==> src/rtl/asmd_pkg.sv <==
// Shared constants for the ASMD shift-add multiplier.
// FSM state encodings and datapath operation codes.
package asmd_pkg;

  localparam logic [1:0] S_IDLE = 2'd0;
  localparam logic [1:0] S_RUN  = 2'd1;
  localparam logic [1:0] S_DONE = 2'd2;

  localparam logic OP_ADD = 1'b0;
  localparam logic OP_SUB = 1'b1;

endpackage

==> src/rtl/asmd_mult_datapath.sv <==
// Operand register, WORD_LEN+1 add/sub and shifting accumulator.
// Ports: load/step/last strobes, operands in, next-acc out; signed_i with ASMD_SIGNED_EN.
module asmd_mult_datapath
  import asmd_pkg::*;
#(
  parameter int WORD_LEN = 4
) (
  input  logic                  clk,
  input  logic                  rst_n,
  input  logic                  load_i,
  input  logic                  step_i,
  input  logic                  last_i,
  input  logic [WORD_LEN-1:0]   mcand_i,
  input  logic [WORD_LEN-1:0]   mplier_i,
`ifdef ASMD_SIGNED_EN
  input  logic                  signed_i,
`endif
  output logic [2*WORD_LEN-1:0] acc_nxt_o
);

  localparam int W = WORD_LEN;

  logic [W-1:0]   mcand_q, mcand_d;
  logic [2*W-1:0] acc_q, acc_d;
  logic [W:0]     hi_ext, mc_ext, addend, sum;
  logic           op;
  logic           sgn;

`ifdef ASMD_SIGNED_EN
  logic sgn_q, sgn_d;

  always_comb begin
    sgn_d = sgn_q;
    if (load_i) sgn_d = signed_i;
  end

  always_ff @(posedge clk or negedge rst_n) begin
    if (!rst_n) sgn_q <= 1'b0;
    else        sgn_q <= sgn_d;
  end

  assign sgn = sgn_q;
`else
  assign sgn = 1'b0;
`endif

  // Multiplier lives in the low half and is consumed LSB first.
  // Signed: the MSB weight is negative, so the last step subtracts.
  always_comb begin
    op      = (sgn & last_i) ? OP_SUB : OP_ADD;
    hi_ext  = {sgn & acc_q[2*W-1], acc_q[2*W-1:W]};
    mc_ext  = {sgn & mcand_q[W-1], mcand_q};
    addend  = acc_q[0] ? mc_ext : '0;
    sum     = (op == OP_SUB) ? hi_ext - addend
                             : hi_ext + addend;
    acc_nxt_o = {sum, acc_q[W-1:1]};
    mcand_d = mcand_q;
    acc_d   = acc_q;
    if (load_i) begin
      mcand_d = mcand_i;
      acc_d   = {{W{1'b0}}, mplier_i};
    end else if (step_i) begin
      acc_d   = acc_nxt_o;
    end
  end

  always_ff @(posedge clk or negedge rst_n) begin
    if (!rst_n) begin
      mcand_q <= '0;
      acc_q   <= '0;
    end else begin
      mcand_q <= mcand_d;
      acc_q   <= acc_d;
    end
  end

endmodule

==> src/rtl/asmd_seq_multiplier.sv <==
// Shift-add sequential multiplier with start/ready handshake, WORD_LEN+2 cycles/op.
// Ports: clk, reset(n), start, word0, word1, [signed_mode if ASMD_SIGNED_EN], ready, busy, done, product.
module asmd_seq_multiplier
  import asmd_pkg::*;
#(
  parameter int WORD_LEN = 4
) (
  input  logic                  clk,
  input  logic                  reset,
  input  logic                  start,
  input  logic [WORD_LEN-1:0]   word0,
  input  logic [WORD_LEN-1:0]   word1,
`ifdef ASMD_SIGNED_EN
  input  logic                  signed_mode,
`endif
  output logic                  ready,
  output logic                  busy,
  output logic                  done,
  output logic [2*WORD_LEN-1:0] product
);

  localparam int CNT_W = $clog2(WORD_LEN + 1);
  localparam logic [CNT_W-1:0] CNT_LAST = CNT_W'(WORD_LEN - 1);

  logic [1:0]            state_q, state_d;
  logic [CNT_W-1:0]      cnt_q, cnt_d;
  logic [2*WORD_LEN-1:0] product_q, product_d;
  logic [2*WORD_LEN-1:0] acc_nxt;
  logic                  load, step, last;

  // Product is captured from the final step so it is valid with done.
  always_comb begin
    state_d   = state_q;
    cnt_d     = cnt_q;
    product_d = product_q;
    load      = 1'b0;
    step      = 1'b0;
    last      = 1'b0;
    unique case (1'b1)
      state_q == S_IDLE: begin
        if (start) begin
          load    = 1'b1;
          cnt_d   = '0;
          state_d = S_RUN;
        end
      end
      state_q == S_RUN: begin
        step  = 1'b1;
        cnt_d = cnt_q + 1'b1;
        if (cnt_q == CNT_LAST) begin
          last      = 1'b1;
          product_d = acc_nxt;
          state_d   = S_DONE;
        end
      end
      default: state_d = S_IDLE;
    endcase
  end

  always_ff @(posedge clk or negedge reset) begin
    if (!reset) begin
      state_q   <= S_IDLE;
      cnt_q     <= '0;
      product_q <= '0;
    end else begin
      state_q   <= state_d;
      cnt_q     <= cnt_d;
      product_q <= product_d;
    end
  end

  asmd_mult_datapath #(.WORD_LEN(WORD_LEN)) u_dp (
    .clk       (clk),
    .rst_n     (reset),
    .load_i    (load),
    .step_i    (step),
    .last_i    (last),
    .mcand_i   (word0),
    .mplier_i  (word1),
`ifdef ASMD_SIGNED_EN
    .signed_i  (signed_mode),
`endif
    .acc_nxt_o (acc_nxt)
  );

  assign ready   = (state_q == S_IDLE);
  assign busy    = ~ready;
  assign done    = (state_q == S_DONE);
  assign product = product_q;

endmodule

==> config.mk <==
export PLATFORM = sky130hd
export DESIGN_NAME = asmd_seq_multiplier
export DESIGN_NICKNAME = d
export VERILOG_FILES = /design/src/rtl/asmd_pkg.sv /design/src/rtl/asmd_mult_datapath.sv /design/src/rtl/asmd_seq_multiplier.sv
export SDC_FILE = /design/constraint.sdc
export NUM_CORES = 1
export LEC_CHECK = 0
export BUFFER_PORTS_ARGS = -buffer_cell sky130_fd_sc_hd__buf_2
export CAP_MARGIN = 10
export CORE_MARGIN = 4
export CORE_UTILIZATION = 54
export CTS_CLUSTER_SIZE = 10
export DETAILED_ROUTE_END_ITERATION = 12
export GPL_ROUTABILITY_DRIVEN = 0
export GPL_TIMING_DRIVEN = 0
export HOLD_SLACK_MARGIN = 0.1
export PLACE_DENSITY = 0.79
export REMOVE_ABC_BUFFERS = 1
export SLEW_MARGIN = 10
export SYNTH_ARGS = -nofsm -noshare
export SYNTH_HDL_FRONTEND = slang
export SYNTH_HIERARCHICAL = 1
export SYNTH_SLANG_ARGS = --single-unit
==> constraint.sdc <==
create_clock -name clk -period 2 [get_ports clk]
set_clock_uncertainty 0.1 [all_clocks]
set_input_delay 0.3 -clock clk [delete_from_list [all_inputs] [get_ports clk]]
set_output_delay 0.3 -clock clk [all_outputs]
set_load 0.03 [all_outputs]
==> metrics, run 1 <==
aggregate global-route resource usage 0.146; Crit Path Max Fanout 5; CTS clk-pin slew, worst paths 0.13 ns; hold-critical path depth 3; number of antenna diodes 0; Fill cells 199; Detailed Routing Iterations Pass 1 4; count of max-cap constraint violations 0; buffers from clock root to sink, at most 2; Worst R2R Start u_dp/acc_q[0]; number of vias per cell 5.18; Critical Path Sink Type register; total power consumption of the routed design 2.32 mW; Worst Tran Pin Value 0.596 ns; first-pass GRT wire length 3770 microns; number of cell instances on the worst register-to-register path 6; ordered cell list for the critical path and2_1 > ha_1 > a21oi_1 > nand2_1 > xor2_1 > mux2_4; register area 626 sq um; total grt overflow 0; dpl hpwl 1540 microns; antenna violations before repair 0; standard-cell row count 17; DRC viols 0; CP startpoint kind register; post-detailed-routing wire length 2060 microns; multi-input logic area 576 sq um; setup repair after global routing missed its margin false; slowest library cell on the worst path dfrtp_1; critical setup path kind register to register; met1 Usage GRT 0.174; Final Core Density 0.650; total die area 3240 sq um; capturing point of the worst reg2reg path product[6]; number of sinks driven by the clock tree 25; crit path buf inv count 0; iteration-0 DRC count of the detailed router 16; Syn Std Cell Area 1290 sq um; critical path arrival 1.94 ns; maximum achievable frequency 0.547 GHz; worst slew slack as a fraction of its limit 0.601; areal power density over the cells 1590 nW/um^2; met2 global-route usage 0.254; later-pin clock latency in the skew report 0.31 ns; postcts setup bufs 0; proportion of layout cells with a drive suffix above 1 0.311; most crowded layer after global routing met2; count of pins over their slew limit 0; cts bufs inserted 3; total via count after detailed routing 829; maximum number of pins on one net before global-route repair 26; Core ar. 2250 sq um; Syn-to-layout area delta 13.4%; post-synthesis average cell area 12.0 sq um; via count of the first global-routing pass 889; worst hold endpoint u_dp/acc_q[3]; start point of the critical path u_dp/acc_q[0]; H-tree depth 1; most common cell after layout, fill and taps aside dfrtp_1; Synthesis Warnings 6; average wire per cell in the routed design 12.9 microns; WP data required 2.11 ns; final setup fails 0; GR met3 Demand/Resource 0.0276; reg-to-reg slack, setup 0.17 ns; Tmin final 1.83 ns; worst vdd rail ir drop 0.833 mV; count of buffers inserted at the top-level ports 21; setup TNS 0 ns; startpoint of the lowest-slack hold path word1[3]; Die X 56.9 microns; nets 151; TritonCTS clock tree done; Hold Fails Final Rpt 0; IO Pins 22; leading cell types in the layout, fill and taps excluded dfrtp_1 (25), buf_2 (21), inv_1 (10), mux2_4 (8), nand2_1 (8); Antenna Nets Post-Route 0; slowest cell delay on critical path 0.43 ns; outcome finished clean; leakage power figure 0.787 nW; share of the clock period used by the worst path after layout 0.915; Place WS 0.0371 ns; cell count after synthesis 108; type of the most critical hold path input pin to register; Chip Height 56.9 microns; Worst Slack Setup Final 0.170 ns; critical path's top delay family flip-flops; Root Buffer Master clkbuf_4; initial standard-cell utilization of the core 0.573
==> sequential cells by signal, indices dropped and copies added, names as in the netlist <==
name,flops
product,8
u_dp/acc_q,8
u_dp/mcand_q,4
cnt_q,3
state_q,2
==> worst reg2reg max path: stages, from the launching register on <==
cell and delay (ns):
dfrtp_1 0.43, and2_1 0.16, ha_1 0.33, a21oi_1 0.19, nand2_1 0.11, xor2_1 0.15
mux2_4 0.26
==> stage by stage <==
step / hold WS [ns] / instances / cell area, sq um
6_report: 0.105 / 160 / 1470
3_3_place_gp: 0.211 / 150 / 1380
3_5_place_dp: 0.222 / 150 / 1380
2_1_floorplan: -0.0956 / 101 / 1240
4_1_cts: 0.105 / 158 / 1440
5_1_grt: 0.103 / 160 / 1470
==> worst max path at each step <==
stage,end,slack (ns),cells after the start
6_report,product[6],0.17,6
3_5_place_dp,u_dp/mcand_q[0],0.04,4
5_1_grt,u_dp/acc_q[7],0.02,7
4_1_cts,u_dp/mcand_q[0],0.01,4
2_1_floorplan,u_dp/mcand_q[0],-0.08,4
3_3_place_gp,u_dp/mcand_q[2],0.11,4
==> timing repair <==
| item | 4_1_cts | 5_1_grt |
|---|---|---|
| endpoints found under the hold margin | 28 | 2 |
| setup endpoints to repair | 0 | 4 |
| resized for setup | 0 | 1 |
| hold buffers | 4 | 2 |
==> where the power goes <==
group | leakage [nW] | switching (mW) | internal, mW
clock | 0.0150 | 0.142 | 0.0778
combinational | 0.460 | 0.653 | 0.565
sequential | 0.312 | 0.148 | 0.738
==> area by class of cell <==
cell class	instances	area share
Multi-Input combinational cell	66	0.393
Clock buffer	4	0.0179
Sequential cell	25	0.427
Timing Repair Buffer	27	0.113
Inverter	10	0.0256
Tap cell	28	0.0239
==> metal layers <==
metal  vias up  part of all wire
li1        408                 -
met1       397              0.43
met2        20              0.50
met3         4             0.060
met4         0             0.013
met5         -                 0
(Power assumes the default switching activity.)
==> inputs of run 2 (changes only) <==
==> constraint.sdc (replaced) <==
create_clock -name clk -period 2 [get_ports clk]
set_clock_uncertainty 0.1 [all_clocks]
set_input_delay 0.6 -clock clk [delete_from_list [all_inputs] [get_ports clk]]
set_output_delay 0.6 -clock clk [all_outputs]
set_load 0.03 [all_outputs]
==> run 2 against run 1 <==
  * Sequential power shrank 1%
  * Count of clock-buffer cells in the layout did not move
  * Sequential share of layout area rose by 0.93 points
  * Critical path depth fell by 3
  * Cell area fell by 2.1%
  * Combinational power increased by 5%
  * Hold slack better by 0.045 ns
  * Core utilization shrank 1.4 points
  * Non-clock buffer count shrank 3
  * Setup slack lost 0.11 ns
  * Sequential cell count stayed put
  * Global-route usage hardly changed
  * Critical path type is now register to primary output
  * Largest power group unchanged
==> metrics, run 2 (synthesis gave the netlist of run 1 again) <==
areal power density over the cells 1650 nW/um^2; Fill cells 206; Chip Height 56.9 microns; Post-Route Hold Slack 0.150 ns; WP data required 1.30 ns; non-filler cells, final 157; critical setup path kind register to primary output; H-tree depth 1; Root Buffer Master clkbuf_4; Cells after DPL 150; area of placed instances 1380 sq um; most common cell after layout, fill and taps aside dfrtp_1; Detailed Routing Iterations Pass 1 4; first-pass GRT wire length 3760 microns; buffers from clock root to sink, at most 2; type of the most critical hold path input pin to asynchronous set/reset pin; Antenna Nets Post-Route 0; CTS clk-pin slew, worst paths 0.13 ns; leading cell types in the layout, fill and taps excluded dfrtp_1 (25), buf_2 (20), inv_1 (9), mux2_4 (8), nand2_1 (8); TritonCTS clock tree done; leakage power figure 0.777 nW; count of buffers inserted at the top-level ports 21; slowest library cell on the worst path dfrtp_1; count of max-cap constraint violations 0; initial standard-cell utilization of the core 0.573; Critical Path Sink Type primary output; slowest cell delay on critical path 0.43 ns; nets 148; total via count after detailed routing 820; worst vdd rail ir drop 0.862 mV; Core ar. 2250 sq um; iteration-0 DRC count of the detailed router 15; number of antenna diodes 0; count of pins over their slew limit 0; DRC viols 0; antenna violations before repair 0; total die area 3240 sq um; share of the clock period used by the worst path after layout 0.969; CP startpoint kind register; average wire per cell in the routed design 13.2 microns; cts bufs inserted 3; number of sinks driven by the clock tree 25; setup TNS 0 ns; Syn-to-layout area delta 10.9%; number of vias per cell 5.22; maximum number of pins on one net before global-route repair 26; maximum achievable frequency 0.516 GHz; aggregate global-route resource usage 0.146; standard-cell row count 17; critical path arrival 1.24 ns; Die X 56.9 microns; IO Pins 22; Hold Fails Final Rpt 0; ordered cell list for the critical path or2_2 > inv_2 > buf_6; Worst Tran Pin Value 0.598 ns; post-detailed-routing wire length 2080 microns; total grt overflow 0; Post-Layout Inst Area 1430 sq um; later-pin clock latency in the skew report 0.31 ns; Tmin final 1.94 ns; proportion of layout cells with a drive suffix above 1 0.349; dpl hpwl 1540 microns; via count of the first global-routing pass 899; Crit Path Max Fanout 5; worst slew slack as a fraction of its limit 0.600; multi-input logic area 576 sq um; register area 626 sq um; final setup fails 0; outcome finished clean
[run 2: worst paths after layout]
path	start	end	slack [ns]	depth (start not counted)
worst max-delay path	state_q[1]	ready	0.06	3
worst min-delay path	reset	state_q[0]	0.15	1
worst max register to register	u_dp/acc_q[0]	u_dp/acc_q[7]	0.17	7
worst min register to register	state_q[1]	state_q[0]	0.40	1
max in group asynchronous	reset	u_dp/acc_q[6]	1.29	1
min in group clk	word1[0]	u_dp/acc_q[0]	0.39	3
[run 2: critical path: cells and delay by family, from the launching register on]
family	cells	cell delay (ns)
flops	1	0.43
buf+inv	2	0.19
simple gates	1	0.32
[run 2: power breakdown]
part	switching (mW)	internal, mW	total, mW	leakage [nW]
Combinational	0.676	0.601	1.28	0.450
Sequential	0.139	0.738	0.876	0.312
Clock	0.141	0.0778	0.219	0.0150
[run 2: cell type report]
class,count,area share
sequential,25,0.436
multi-input combinational,66,0.401
timing repair buffer,24,0.0934
inverter,10,0.0262
tap,28,0.0244
clock buffer,4,0.0183
[run 2: through the flow]
stage / utilization / total power, mW / worst slack [ns]
6_report: 0.636 / 2.37 / 0.0611
3_3_place_gp: 0.611 / 2.07 / 0.112
4_1_cts: 0.630 / 2.38 / 0.00163
2_1_floorplan: - / 1.83 / -0.0762
3_5_place_dp: 0.611 / 2.12 / 0.0371
5_1_grt: 0.636 / 2.58 / -0.00559
[run 2: what timing repair did]
item | in CTS | in global routing
endpoints found under the setup margin | 1 | 6
hold buffers | 0 | 0
resized for setup | 1 | 3
setup buffers | 2 | 1
[run 2: per-layer routing]
layer	vias to the layer above	global-route usage	share of wire	routed length (microns)
met5	-	0	0	0
met4	0	0.0695	0.0077	16
met3	2	0.0322	0.064	133
met2	19	0.256	0.50	1040
met1	394	0.167	0.42	881
li1	405	-	-	-
==> inputs of run 3 (changes only) <==
ABC_AREA = 1   (was default)
CORE_MARGIN = default   (was 4)
SKIP_CTS_REPAIR_TIMING = 1   (was default)
==> run 3 against run 2 <==
  * Setup slack improved by 0.032 ns
  * Count of clock-buffer cells in the layout down 1
  * Critical path depth fell by 1
  * Critical path type unchanged
==> metrics, run 3 <==
count of buffers inserted at the top-level ports 21; number of antenna diodes 0; standard-cell row count 17; WP data required 1.30 ns; Tmin final 1.91 ns; proportion of layout cells with a drive suffix above 1 0.213; leading cell types in the layout, fill and taps excluded nand2_1 (57), dfrtp_1 (25), buf_2 (21), inv_1 (20), nand3_1 (13); Syn Std Cell Area 1310 sq um; H-tree depth 1; setup repair after global routing missed its margin false; Core ar. 2250 sq um; final setup fails 0; cts bufs inserted 3; dpl hpwl 1760 microns; worst vdd rail ir drop 0.840 mV; Worst R2R Start u_dp/acc_q[0]; slowest library cell on the worst path dfrtp_1; total grt overflow 0; CTS clk-pin slew, worst paths 0.15 ns; non-filler cells, final 202; post-detailed-routing wire length 2270 microns; CP startpoint kind register; nets 193; average wire per cell in the routed design 11.2 microns; Post-Layout Inst Area 1420 sq um; DRC viols 0; setup TNS 0 ns; aggregate global-route resource usage 0.209; initial standard-cell utilization of the core 0.581; buffers from clock root to sink, at most 2; Die X 51.3 microns; post-synthesis average cell area 8.45 sq um; first-pass GRT wire length 4020 microns; Crit Path Max Fanout 6; worst slew slack as a fraction of its limit 0.593; ordered cell list for the critical path nor2_1 > buf_2; count of pins over their slew limit 0; total via count after detailed routing 1004; capturing point of the worst reg2reg path product[5]; Chip Height 51.3 microns; Syn-to-layout area delta 8.69%; Antenna Nets Post-Route 0; critical path's top delay family flip-flops; antenna violations before repair 0; critical setup path kind register to primary output; maximum number of pins on one net before global-route repair 26; Cells after DPL 198; leakage power figure 0.848 nW; via count of the first global-routing pass 959; most common cell after layout, fill and taps aside nand2_1; number of vias per cell 4.97; crit path buf inv count 1; total power consumption of the routed design 2.19 mW; areal power density over the cells 1540 nW/um^2; maximum achievable frequency 0.524 GHz; number of sinks driven by the clock tree 25; critical path arrival 1.21 ns; reg-to-reg slack, setup 0.18 ns; Hold Fails Final Rpt 0; total die area 2630 sq um; Root Buffer Master clkbuf_4; IO Pins 22; capture point of the worst path ready; iteration-0 DRC count of the detailed router 13; type of the most critical hold path input pin to asynchronous set/reset pin; Worst Tran Pin Value 0.609 ns; later-pin clock latency in the skew report 0.32 ns; count of max-cap constraint violations 0; share of the clock period used by the worst path after layout 0.954; TritonCTS clock tree done; slowest cell delay on critical path 0.48 ns; Critical Path Sink Type primary output; cell count after synthesis 155; Fill cells 213; number of cell instances on the worst register-to-register path 9; area of placed instances 1390 sq um; outcome finished clean; start point of the critical path state_q[0]; Synthesis Warnings 6; Detailed Routing Iterations Pass 1 4; depth of the critical timing path with buffers and inverters included 2
run 3: power breakdown:
part           total [mW]  switching, mW  internal [mW]
combinational        1.12          0.751          0.367
clock               0.233          0.157         0.0764
sequential          0.842          0.132          0.710
total                2.19           1.04           1.15
run 3: metrics by stage:
stage               setup WS (ns)   util  hold WS, ns
floorplan                  0.0981      -        0.204
global route              0.00360  0.632        0.168
finish                     0.0930  0.632        0.136
detailed placement          0.190  0.618        0.362
global placement            0.235  0.618        0.353
CTS                        0.0706  0.632        0.142
run 3: final cells by class:
type	count	area, sq um	share of cell area
Timing Repair Buffer	21	105	0.0738
Inverter	25	104	0.0729
Multi-Input combinational cell	99	524	0.368
Clock buffer	3	22.5	0.0158
Tap cell	28	35.0	0.0246
Clock inverter	1	7.51	0.00527
Sequential cell	25	626	0.439
run 3: worst min-delay path by stage:
stage / start / endpoint / slack (ns) / cells past startpoint
floorplan: reset / cnt_q[0] / 0.20 / 0
global placement: cnt_q[2] / cnt_q[2] / 0.35 / 2
detailed placement: product[0] / product[0] / 0.36 / 2
CTS: reset / u_dp/acc_q[3] / 0.14 / 1
global route: reset / u_dp/acc_q[3] / 0.17 / 1
finish: reset / u_dp/acc_q[0] / 0.14 / 1
run 3: layer usage:
| layer | vias to the layer above | track usage | part of all wire |
|---|---|---|---|
| met4 | 0 | 0.0946 | 0.0075 |
| met1 | 466 | 0.267 | 0.46 |
| met5 | - | 0 | 0 |
| met3 | 2 | 0.0268 | 0.032 |
| li1 | 514 | - | - |
| met2 | 22 | 0.353 | 0.50 |
run 3: worst register-to-register path: stages (launching register included):
cell	delay, ns
dfrtp_1	0.43
nand2_1	0.06
inv_1	0.06
ha_1	0.18
inv_1	0.06
fa_1	0.41
xor2_1	0.22
inv_1	0.06
nand3_1	0.08
nand2_1	0.06
